## config.mk

```make
export PLATFORM = sky130hd
export DESIGN_NAME = ram_req_controller
export DESIGN_NICKNAME = d
export VERILOG_FILES = /design/src/rtl/ram_req_controller.sv
export SDC_FILE = /design/constraint.sdc
export NUM_CORES = 1
export LEC_CHECK = 0
export CAP_MARGIN = 25
export CORE_ASPECT_RATIO = 1.5
export CORE_MARGIN = 2
export CORE_UTILIZATION = 40
export DETAILED_ROUTE_END_ITERATION = 7
export MAX_ROUTING_LAYER = met4
export PLACE_DENSITY = 0.8
export SYNTH_ARGS = -nofsm -noshare
export SYNTH_HDL_FRONTEND = slang
export SYNTH_SLANG_ARGS = --single-unit
```

## constraint.sdc

```tcl
create_clock -name clk -period 4.9 [get_ports clk]
set_input_delay 0.98 -clock clk [delete_from_list [all_inputs] [get_ports clk]]
set_output_delay 0.98 -clock clk [all_outputs]
set_load 0.1 [all_outputs]
```

## src/rtl/ram_req_controller.sv

```systemverilog
// Request/response front end for single_port_ram: clears the RAM after reset,
// then serves one read or write at a time over valid/ready handshakes.
module ram_req_controller #(
  parameter int                DEPTH      = 8,
  parameter int                WIDTH      = 8,
  parameter logic [WIDTH-1:0]  INIT_VALUE = '0
) (
  input  logic                     clk,
  input  logic                     rst_n,
  input  logic                     req_valid,
  output logic                     req_ready,
  input  logic                     req_we,
  input  logic [$clog2(DEPTH)-1:0] req_addr,
  input  logic [WIDTH-1:0]         req_wdata,
  output logic                     rsp_valid,
  input  logic                     rsp_ready,
  output logic [WIDTH-1:0]         rsp_data,
  output logic                     init_done,
  output logic                     ram_we,
  output logic [$clog2(DEPTH)-1:0] ram_addr,
  output logic [WIDTH-1:0]         ram_wdata,
  input  logic [WIDTH-1:0]         ram_rdata
);

  localparam int AW = $clog2(DEPTH);
  localparam logic [AW-1:0] LAST_ADDR = AW'(DEPTH - 1);

  localparam logic [2:0] ST_INIT = 3'd0;
  localparam logic [2:0] ST_IDLE = 3'd1;
  localparam logic [2:0] ST_RD1  = 3'd2;
  localparam logic [2:0] ST_RD2  = 3'd3;
  localparam logic [2:0] ST_RD3  = 3'd4;
  localparam logic [2:0] ST_RESP = 3'd5;

  logic [2:0]    state;
  logic [AW-1:0] init_cnt;

  assign req_ready = (state == ST_IDLE) && !rsp_valid;

  // The clear ends once the write to the last address has been issued, so
  // init_cnt can saturate at LAST_ADDR instead of needing an extra bit.
  // Reads spend RD1..RD3 waiting on the RAM, giving a three-cycle latency.
  always_ff @(posedge clk or negedge rst_n) begin
    if (!rst_n) begin
      state     <= ST_INIT;
      init_cnt  <= '0;
      ram_we    <= 1'b0;
      ram_addr  <= '0;
      ram_wdata <= '0;
      rsp_valid <= 1'b0;
      rsp_data  <= '0;
      init_done <= 1'b0;
    end else begin
      case (state)
        ST_INIT: begin
          if (ram_we && (ram_addr == LAST_ADDR)) begin
            ram_we    <= 1'b0;
            init_done <= 1'b1;
            state     <= ST_IDLE;
          end else begin
            ram_we    <= 1'b1;
            ram_addr  <= init_cnt;
            ram_wdata <= INIT_VALUE;
            if (init_cnt != LAST_ADDR) begin
              init_cnt <= init_cnt + 1'b1;
            end
          end
        end
        ST_IDLE: begin
          ram_we <= 1'b0;
          if (req_valid && req_ready) begin
            ram_addr <= req_addr;
            if (req_we) begin
              ram_we    <= 1'b1;
              ram_wdata <= req_wdata;
            end else begin
              state <= ST_RD1;
            end
          end
        end
        ST_RD1: state <= ST_RD2;
        ST_RD2: state <= ST_RD3;
        ST_RD3: begin
          rsp_data  <= ram_rdata;
          rsp_valid <= 1'b1;
          state     <= ST_RESP;
        end
        ST_RESP: begin
          if (rsp_ready) begin
            rsp_valid <= 1'b0;
            state     <= ST_IDLE;
          end
        end
        default: state <= ST_INIT;
      endcase
    end
  end

endmodule

```

Yosys cells after proc, flatten, opt, wreduce, memory -nomap -nowiden

Index checks and enable logic that the tools add are counted.

Bits in registers: 28
Input port bits: 24
Output and inout port bits: 23
Word-level logic and storage cells: 54

Add/sub/neg operators: 1
Equality and inequality tests: 13
Muxes and demuxes: 18
Bitwise gates (word level): 1
Reductions and logical operators: 13

Operators with widths:

| kind                                                                     | count |
|---|---|
| 8-bit two-way mux                                                        | 3 |
| 3-bit two-way mux                                                        | 6 |
| 3-bit one-hot mux with 6 select lines                                    | 1 |
| 8-bit one-hot mux with 2 select lines                                    | 1 |
| 2-bit inequality test (second input constant)                            | 5 |
| 3-bit equality test (second input constant)                              | 3 |
| 4-bit AND reduction                                                      | 2 |
| 3-bit by 2-bit equality test with 1-bit output (second input constant)   | 2 |
| 3-bit one-hot mux with 2 select lines                                    | 1 |
| 3-bit AND reduction                                                      | 2 |
| 1-bit two-way mux                                                        | 4 |
| 1-bit one-hot mux with 2 select lines                                    | 2 |
| 2-bit AND reduction                                                      | 2 |
| 2-bit nonzero test                                                       | 2 |
| 3-bit by 1-bit adder with 3-bit output (second input constant)           | 1 |
| 3-bit by 1-bit equality test with 1-bit output (second input constant)   | 1 |
| 1-bit logical AND                                                        | 3 |
| 3-bit logical NOT                                                        | 1 |
| 3-bit inequality test (second input constant)                            | 1 |
| 2-bit by 1-bit inequality test with 1-bit output (second input constant) | 1 |
| 1-bit logical NOT                                                        | 1 |
| 1-bit NOT                                                                | 1 |

Longest topological paths before layout

Gate-level depths: netlist of the first run.

Depth after elaboration: 5
Mapped depth: 5
Depth with buffers taken out: 4

Least setup slack after synthesis of the first run

No wires, ideal clock.

Path type: register to output
From: register rsp_valid
To: output port req_ready
Arrival: 2063 ps
Required time: 3920 ps
Path slack: 1857 ps
Stages on the path, launching flop included: 2
Path buffers: 0
Cells stage by stage: dfrtp_1 nor4b_4

Word-level cells in the longest chain between the ends: 2

RTL lines:

| what                     | line | source |
|---|---|---|
| start: declaration       | 15   | `output logic rsp_valid,` |
| start signal: assignment | 50   | `rsp_valid <= 1'b0;` |
| start signal: assignment | 85   | `rsp_valid <= 1'b1;` |
| start signal: assignment | 90   | `rsp_valid <= 1'b0;` |
| 1-bit logical NOT        | 38   | `assign req_ready = (state == ST_IDLE) && !rsp_valid;` |
| 1-bit logical AND        | 38   |  |
| end: declaration         | 11   | `output logic req_ready,` |

Every way passes these cells.

Worst setup path in the final report of the first run

From: register state[1]
To: output port req_ready

Word-level cells in the longest chain between the ends: 2

RTL lines:

| what                                           | line | source |
|---|---|---|
| start: declaration                             | 35   | `logic [2:0] state;` |
| start signal: assignment                       | 45   | `state <= ST_INIT;` |
| start signal: assignment                       | 59   | `state <= ST_IDLE;` |
| start signal: assignment                       | 77   | `state <= ST_RD1;` |
| 3-bit by 1-bit equality test with 1-bit output | 38   |  |
| 1-bit logical AND                              | 38   |  |

Every way passes these cells.

==> results of run 1 <==
metrics by stage:
step	worst slack [ns]	cells	util	hold WS [ns]	cell area, um2
after detailed placement	1.76	171	0.585	0.452	1720
after CTS	1.46	175	0.604	0.481	1780
after global routing	1.39	175	0.604	0.498	1780
after floorplan	1.86	90	-	0.465	1240
after global placement	1.82	171	0.585	0.439	1720
final	1.47	175	0.604	0.471	1780
routing by layer:
metal,up-vias,GRT usage,routed length (um),part of all wire
li1,419,-,-,-
met1,465,0.194,1040,0.37
met2,22,0.311,1630,0.58
met3,2,0.0350,111,0.040
met4,0,0.0494,17,0.0061
met5,-,-,0,0
layout make-up:
| class | count | share of cell area |
|---|---|---|
| flip-flops and latches | 28 | 0.394 |
| multi-input cells | 57 | 0.284 |
| repair buffers | 47 | 0.263 |
| clock buffers | 4 | 0.0310 |
| well taps | 39 | 0.0274 |
worst paths after layout:
path                       cells past startpoint  slack [ns]                       end                  start
max                                            2        1.47                 req_ready   state[1]$_DFFE_PN0P_
min                                            1        0.47     init_done$_DFFE_PN0P_  init_done$_DFFE_PN0P_
max reg2reg                                    3        2.86   rsp_data[5]$_DFFE_PN0P_   state[2]$_DFFE_PN0P_
min reg2reg                                    1        0.47     init_done$_DFFE_PN0P_  init_done$_DFFE_PN0P_
max in group asynchronous                      2        3.55  ram_wdata[3]$_DFFE_PN0P_                  rst_n
min in group asynchronous                      2        1.08        ram_we$_DFFE_PN0P_                  rst_n
flip-flops by register name, summed over array words and instances, names as in the netlist:
register	flops
init_done	1
ram_addr	3
ram_we	1
state	3
rsp_data	8
init_cnt	3
rsp_valid	1
ram_wdata	8
worst reg2reg max path, cell delays in order (launching register included):
cell	delay, ns
dfrtp_1	0.57
nor2b_1	0.26
nor2b_1	0.69
mux2_2	0.42
cells in the mapped netlist (2+ instances only):
master / n / share of area
a21o_1: 2 / 0.012
a22o_1: 8 / 0.056
and2_1: 2 / 0.010
buf_4: 3 / 0.018
dfrtp_1: 28 / 0.56
ha_1: 2 / 0.020
mux2_2: 16 / 0.14
nand2_1: 7 / 0.021
nor2b_1: 2 / 0.010
nor4b_1: 2 / 0.014
o21ai_0: 2 / 0.0080
kinds of logic (layout without fill, tap and decap cells):
group,count (synthesis),after routing,share of synthesized area
buf+inv,5,51,0.0311
mux,17,17,0.153
flops,28,28,0.563
fa+ha+maj,2,2,0.0201
xor+xnor,1,1,0.00704
simple gates,23,23,0.134
compound gates,14,14,0.0925
==> metrics.md, run 1 <==
| Metric | Value |
|---|---|
| Area Overhead vs Synth | 42.8% |
| Tcrit/Tclk final | 0.700 |
| Via Count | slightly above 900 |
| # IOs | 47 |
| Reg area | ~700 um2 |
| Remaining antenna violation count | 0 |
| N_diodes | 0 |
| Critical path's top delay family | buffers and inverters |
| Hold WC Path Type | flop to flop |
| First-pass GRT wire length | between 4000 and 5000 um |
| Post-layout nets | ~160 |
| Pin count of the biggest net entering global routing | 29 |
| Syn_nets | roughly 120 |
| Max frequency | between 200 and 300 MHz |
| Final Skew | 0.00288 ns |
| Max_cap viols | 0 |
| Post-cts sizing count | 0 |
| GPL Wtd Cong | ~0.78 |
| Worst-path clk slew | around 0.090 ns |
| Post-Route WL | 2800 um |
| Worst relative slew slack | 0.319 |
| CP Capture Type | output port |
| Pins Over Slew Limit | 0 |
| RSZ-0062 raised after global routing | no |
| Clk Latency, worst-skew pair | about 0.26 ns |
| Minimum clock period | 3.43 ns |
| Vias in the first global route | 942 |
| # fillers | about 260 |
| Prevailing post-synth register cell | dfrtp_1 |
| Final Hold Viols | 0 |
| Number of synthesized flops with an enable pin | 0 |
| Most common cell after layout, fill and taps aside | clkdlybuf4s50_1 |
| Status | completed |
| Initial antenna violation count | 0 |
| Residual DRC | 0 |
| Core area | approximately 0.0029 mm2 |
| Critical Path RT | ~3.9 ns |
| Starting Density | 0.423 |
| IO Port Bufs | 46 |
| CTS Sinks | 28 |
| CP cell instances | nor4b_4 -> clkdlybuf4s50_1 |
| Hold-fix buffers at CTS | 0 |
| CTS Root Cell | clkbuf_8 |
| Synth Register Bits | 28 |
| Synth Warn # | 0 |
| Initial DRT Pass Iterations | 4 |
| CP bufs+invs | 1 |
| Die footprint | 0.00358 mm2 |
| Placed wire-length estimate | 2190 um |
| Via/cell ratio | approximately 5.2 |
| Synth cell types | 27 |
| Setup Buffers After CTS | 0 |
| Rows | 24 |
| Final setup vio count | 0 |
| 1st-iter DRT viols | 17 |
| Syn Inst Count | 90 |
| Die span in x | 49.6 um |
| All-layer global routing usage | 0.174 |
| Crit Path Class | flop to output port |
| H-tree lvl count | 1 |
| Max Root-Sink Buffers | 2 |
| Synthesized area | between 0.001 and 0.0015 mm2 |
| Syn avg cell area | around 14 um2 |
| Worst-Margin Slew | roughly 1.0 ns |
| Die Y | slightly above 70 um |
| Post-synthesis sequential area ratio | 0.563 |
| Critical Path AT | about 2.5 ns |
| Number of buffers created by CTS | 3 |
| Multi-input gate area | approximately 510 um2 |
| CP max stage delay | roughly 1.2 ns |
| Wirelength per Cell | 16.0 um |
| Layout cell share with drive strength beyond 1 | 0.184 |
| Final TNS setup | 0 ns |
| Worst-path maximum fanout | 10 |
| Most frequent cells in the layout | clkdlybuf4s50_1, dfrtp_1, mux2_2 |
| Grt ovf | 0 |
| Slowest CP cell | clkdlybuf4s50_1 |
| Launching element type of the critical path | flop |
| CTS tree | yes |
| Async set-reset flop share out of synthesis | 1.00 |
Power of run 1 is not shown: default switching activity piles up to over one toggle a cycle in this logic, so the estimate is an artifact.
==> run 2, diff against run 1 <==
==> constraint.sdc (replaced) <==
create_clock -name clk -period 3.3 [get_ports clk]
set_input_delay 0.66 -clock clk [delete_from_list [all_inputs] [get_ports clk]]
set_output_delay 0.66 -clock clk [all_outputs]
set_load 0.1 [all_outputs]
==> run 2 against run 1 <==
- wire length shrank 11%
- clock-buffer cell count fell by 1
- setup slack worse by 0.45 ns
- sequential cell count unchanged
- non-clock buffer count stayed put
- cell count unchanged
- sequential share of layout area increased by 0.94 points
- register-to-register slack got worse by 1.5 ns
- critical path depth unchanged
- die area stayed put
- first-iteration DRC count decreased by 29%
- worst hold slack improved by 0.014 ns
==> metrics.md, run 2 (synthesis results as in run 1) <==
| Metric | Value |
|---|---|
| Max_cap viols | 0 (unchanged) |
| Core area | 0.00294 mm2 (unchanged) |
| Number of buffers created by CTS | 3 (unchanged) |
| Hold WC Path Type | flop to flop (unchanged) |
| Post-Route WL | 2500 um (was 2800 um) |
| CTS tree | yes (unchanged) |
| Most common cell after layout, fill and taps aside | dfrtp_1 (was clkdlybuf4s50_1) |
| Area Overhead vs Synth | 39.5% (was 42.8%) |
| Launching element type of the critical path | flop (unchanged) |
| Setup Buffers After CTS | 0 (unchanged) |
| Final setup vio count | 0 (unchanged) |
| Critical Path AT | 1.62 ns (was 2.45 ns) |
| Tcrit/Tclk final | 0.691 |
| GPL Wtd Cong | 0.708 (was 0.779) |
| Pin count of the biggest net entering global routing | 29 (unchanged) |
| Biggest regs | ram_wdata: 8 flops, rsp_data: 8 flops (unchanged) |
| Rows | 24 (unchanged) |
| CP bufs+invs | 1 (unchanged) |
| Fin util | 0.590 (was 0.604) |
| Via/cell ratio | 5.06 (was 5.19) |
| # IOs | 47 (unchanged) |
| IO Port Bufs | 46 (unchanged) |
| CP cell instances | nor4b_4 -> buf_4 (was nor4b_4 -> clkdlybuf4s50_1) |
| Critical path's top delay family | flip-flops (was buffers and inverters) |
| Worst relative slew slack | 0.501 (was 0.319) |
| All-layer global routing usage | 0.162 (was 0.174) |
| Max Root-Sink Buffers | 2 (unchanged) |
| Worst-path maximum fanout | 10 (unchanged) |
| Layout cell share with drive strength beyond 1 | 0.353 (was 0.184) |
| Wirelength per Cell | 14.3 um (was 16.0 um) |
| Pins Over Slew Limit | 0 (unchanged) |
| CP max stage delay | 0.53 ns (was 1.21 ns) |
| H-tree lvl count | 1 (unchanged) |
| Clk Latency, worst-skew pair | 0.27 ns (was 0.26 ns) |
| Minimum clock period | roughly 2.3 ns |
| Worst-Margin Slew | 0.747 ns (was 1.02 ns) |
| Worst-path clk slew | 0.09 ns (about the same) |
| Final Hold Viols | 0 (unchanged) |
| Status | completed (unchanged) |
| Die span in x | 49.6 um (unchanged) |
| Hold-fix buffers at CTS | 0 (unchanged) |
| Pre-CTS setup slack | 1.18 ns (was 1.76 ns) |
| Final TNS setup | 0 ns (unchanged) |
| Remaining antenna violation count | 0 (unchanged) |
| Initial DRT Pass Iterations | 4 (unchanged) |
| Grt ovf | 0 (unchanged) |
| Vias in the first global route | 926 (was 942) |
| Post-cts sizing count | 0 (unchanged) |
| First-pass GRT wire length | 4420 um (was 4670 um) |
| CP Capture Type | output port (unchanged) |
| Starting Density | 0.423 (unchanged) |
| 1st-iter DRT viols | 12 (was 17) |
| Via Count | 885 (was 908) |
| CTS Root Cell | clkbuf_8 (unchanged) |
| Max frequency | approximately 440 MHz |
| Placed wire-length estimate | 1950 um (was 2190 um) |
| Final Skew | 0.00361 ns (was 0.00288 ns) |
| Slowest CP cell | dfrtp_1 (was clkdlybuf4s50_1) |
| Residual DRC | 0 (unchanged) |
| Die footprint | 0.00358 mm2 (unchanged) |
| RSZ-0062 raised after global routing | no (unchanged) |
| Critical Path RT | 2.64 ns (was 3.92 ns) |
| Most frequent cells in the layout | dfrtp_1, buf_4, clkdlybuf4s50_1 (was clkdlybuf4s50_1, dfrtp_1, mux2_2) |
| Initial antenna violation count | 0 (unchanged) |
| Die Y | 72.3 um (unchanged) |
| N_diodes | 0 (unchanged) |
| Post-route setup slack | 1.02 ns (was 1.47 ns) |
| CTS Sinks | 28 (unchanged) |
| Post-layout nets | 163 (unchanged) |
| Crit Path Class | flop to output port (unchanged) |
run 2: cell count changes in the layout (fill, tap and decap cells not counted):
cell / previous run / this run
bufinv_16: 0 / 1
clkbuf_8: 4 / 3
clkdlybuf4s50_1: 46 / 23
buf_4: 1 / 24
run 2: metrics by stage:
step	std cells	cell area, um2	hold WS, ns
finish	175	1740	0.485
global route	175	1740	0.517
CTS	175	1740	0.486
detailed placement	171	1670	0.462
global placement	171	1670	0.445
floorplan	90	1240	0.364
run 2: area by class of cell:
| type | count | area, um2 |
|---|---|---|
| repair buffers | 47 | 410 |
| fillers | 264 | 1210 |
| flip-flops and latches | 28 | 701 |
| multi-input cells | 57 | 505 |
| well taps | 39 | 48.8 |
| clock buffers | 3 | 41.3 |
| clock inverters | 1 | 30.0 |
run 2: metal layers:
layer,up-vias,global-route usage,part of all wire
met4,0,0.0556,0.0088
met1,440,0.189,0.40
met5,-,-,0
met2,22,0.281,0.55
met3,2,0.0247,0.046
li1,421,-,-
run 2: path summary, 6_finish.rpt:
kind                                            start                  endpoint  slack [ns]  depth (start not counted)
worst min-delay path            init_done$_DFFE_PN0P_     init_done$_DFFE_PN0P_        0.49                          1
min in group asynchronous                       rst_n      state[1]$_DFFE_PN0P_        0.75                          2
worst max-delay path             state[1]$_DFFE_PN0P_                 req_ready        1.02                          2
max in group asynchronous                       rst_n  ram_wdata[6]$_DFFE_PN0P_        2.29                          2
worst min register to register  init_done$_DFFE_PN0P_     init_done$_DFFE_PN0P_        0.49                          1
worst max register to register   state[2]$_DFFE_PN0P_   rsp_data[4]$_DFFE_PN0P_        1.32                          3
run 2: worst reg2reg max path, cell delays in order, from the launching register on:
cell	delay, ns
dfrtp_1	0.57
nor2b_1	0.25
nor2b_1	0.64
mux2_2	0.41
Power of run 2 is left out for the same reason.
==> run 3, diff against run 2 <==
==> constraint.sdc (replaced) <==
create_clock -name clk -period 2.2 [get_ports clk]
set_input_delay 0.44 -clock clk [delete_from_list [all_inputs] [get_ports clk]]
set_output_delay 0.44 -clock clk [all_outputs]
set_load 0.1 [all_outputs]
==> run 3 against run 2 <==
- first-iteration DRC count fell by 75%
- register-to-register slack got worse by 0.86 ns
- non-clock buffer count grew 1
- clock skew is essentially flat
- wire length is 7.7% higher
- global-route usage grew 1.6 points
- critical path depth unchanged
- sequential share of layout area decreased by 0.44 points
- clock-buffer cell count unchanged
==> metrics.md, run 3 (synthesis results as in run 1) <==
| Metric | Value |
|---|---|
| Die Y | 72.3 um (unchanged) |
| Critical Path AT | 1.56 ns (was 1.62 ns) |
| Layout cell share with drive strength beyond 1 | 0.372 (was 0.353) |
| GPL Wtd Cong | 0.844 (was 0.708) |
| Die footprint | 0.00358 mm2 (unchanged) |
| Core area | 0.00294 mm2 (unchanged) |
| Post-cts sizing count | 0 (unchanged) |
| CTS Sinks | 28 (unchanged) |
| Vias in the first global route | 971 (was 926) |
| Worst Hold Depth | 1 (unchanged) |
| Initial DRT Pass Iterations | 4 (unchanged) |
| Final Hold Viols | 0 (unchanged) |
| Max Root-Sink Buffers | 2 (unchanged) |
| CP Capture Type | output port (unchanged) |
| CTS tree | yes (unchanged) |
| Launching element type of the critical path | flop (unchanged) |
| Worst-path maximum fanout | 9 (was 10) |
| Number of buffers created by CTS | 3 (unchanged) |
| Most common cell after layout, fill and taps aside | dfrtp_1 (unchanged) |
| Crit Path Class | flop to output port (unchanged) |
| Via Count | 901 (was 885) |
| RSZ-0062 raised after global routing | no (unchanged) |
| Post-Route WL | 2690 um (was 2500 um) |
| Setup Buffers After CTS | 0 (unchanged) |
| Hold-fix buffers at CTS | 0 (unchanged) |
| Initial antenna violation count | 0 (unchanged) |
| CTS Root Cell | clkbuf_8 (unchanged) |
| Hold WC Path Type | flop to flop (unchanged) |
| Area Overhead vs Synth | 41.8% (was 39.5%) |
| Design Area, Final | 0.00177 mm2 (was 0.00174 mm2) |
| Fin util | 0.600 (was 0.590) |
| Pin count of the biggest net entering global routing | 29 (unchanged) |
| IO Port Bufs | 46 (unchanged) |
| Critical Path RT | 1.76 ns (was 2.64 ns) |
| Remaining antenna violation count | 0 (unchanged) |
| Most frequent cells in the layout | dfrtp_1, buf_4, clkdlybuf4s50_1 (unchanged) |
| Worst-Margin Slew | 0.492 ns (was 0.747 ns) |
| Worst relative slew slack | 0.670 (was 0.501) |
| Status | completed (unchanged) |
| Die span in x | 49.6 um (unchanged) |
| N_diodes | 0 (unchanged) |
| Hold_ws | 0.460 ns (was 0.485 ns) |
| Post-layout nets | 164 (was 163) |
| Pins Over Slew Limit | 0 (unchanged) |
| Wirelength per Cell | 15.3 um (was 14.3 um) |
| Cells on worst reg2reg path | 3 (unchanged) |
| Biggest regs | ram_wdata: 8 flops, rsp_data: 8 flops (unchanged) |
| All-layer global routing usage | 0.177 (was 0.162) |
| Grt ovf | 0 (unchanged) |
| Placed wire-length estimate | 2090 um (was 1950 um) |
| Final TNS setup | 0 ns (unchanged) |
| First-pass GRT wire length | 4640 um (was 4420 um) |
| # IOs | 47 (unchanged) |
| Starting Density | 0.423 (unchanged) |
| Final setup vio count | 0 (unchanged) |
| Rows | 24 (unchanged) |
| Max frequency | 499 MHz |
| Minimum clock period | approximately 2.0 ns |
| Final Skew | 0.00346 ns (was 0.00361 ns) |
| Tcrit/Tclk final | 0.911 |
| Placed instance area | 0.00169 mm2 (was 0.00167 mm2) |
| Max_cap viols | 0 (unchanged) |
| Residual DRC | 0 (unchanged) |
| Via/cell ratio | 5.12 (was 5.06) |
| H-tree lvl count | 1 (unchanged) |
| Clk Latency, worst-skew pair | 0.27 ns (about the same) |
| Worst-path clk slew | 0.09 ns (about the same) |
| 1st-iter DRT viols | 3 (was 12) |
[run 3: metrics by stage]
stage / worst slack (ns) / std cells
detailed placement: 0.435 / 172
floorplan: -0.384 / 90
global route: 0.100 / 176
CTS: 0.180 / 176
global placement: 0.474 / 172
finish: 0.195 / 176
[run 3: metal layers]
layer,part of all wire,track usage
met1,0.38,0.190
met2,0.57,0.319
met3,0.030,0.0267
met4,0.020,0.0802
met5,0,-
[run 3: layout make-up]
type | instances | area (um2)
tap | 39 | 48.8
clock inverter | 1 | 30.0
fill | 263 | 1180
timing repair buffer | 48 | 430
multi-input combinational | 57 | 510
sequential | 28 | 704
clock buffer | 3 | 41.3
[run 3: critical path: stages, from the launching register on]
cell and delay (ns):
dfrtp_1 0.51, nor4b_4 0.54, buf_12 0.24
[run 3: worst paths after layout]
path,startpoint,slack (ns),endpoint
setup reg to reg,state[1]$_DFFE_PN0P_,0.46,ram_addr[0]$_DFFE_PN0P_
hold reg to reg,init_done$_DFFE_PN0P_,0.46,init_done$_DFFE_PN0P_
min in group asynchronous,rst_n,0.53,rsp_data[0]$_DFFE_PN0P_
hold / removal,init_done$_DFFE_PN0P_,0.46,init_done$_DFFE_PN0P_
setup / recovery,state[2]$_DFFE_PN0P_,0.20,req_ready
max in group asynchronous,rst_n,1.38,rsp_valid$_DFFE_PN0P_
Power of run 3 is left out for the same reason.
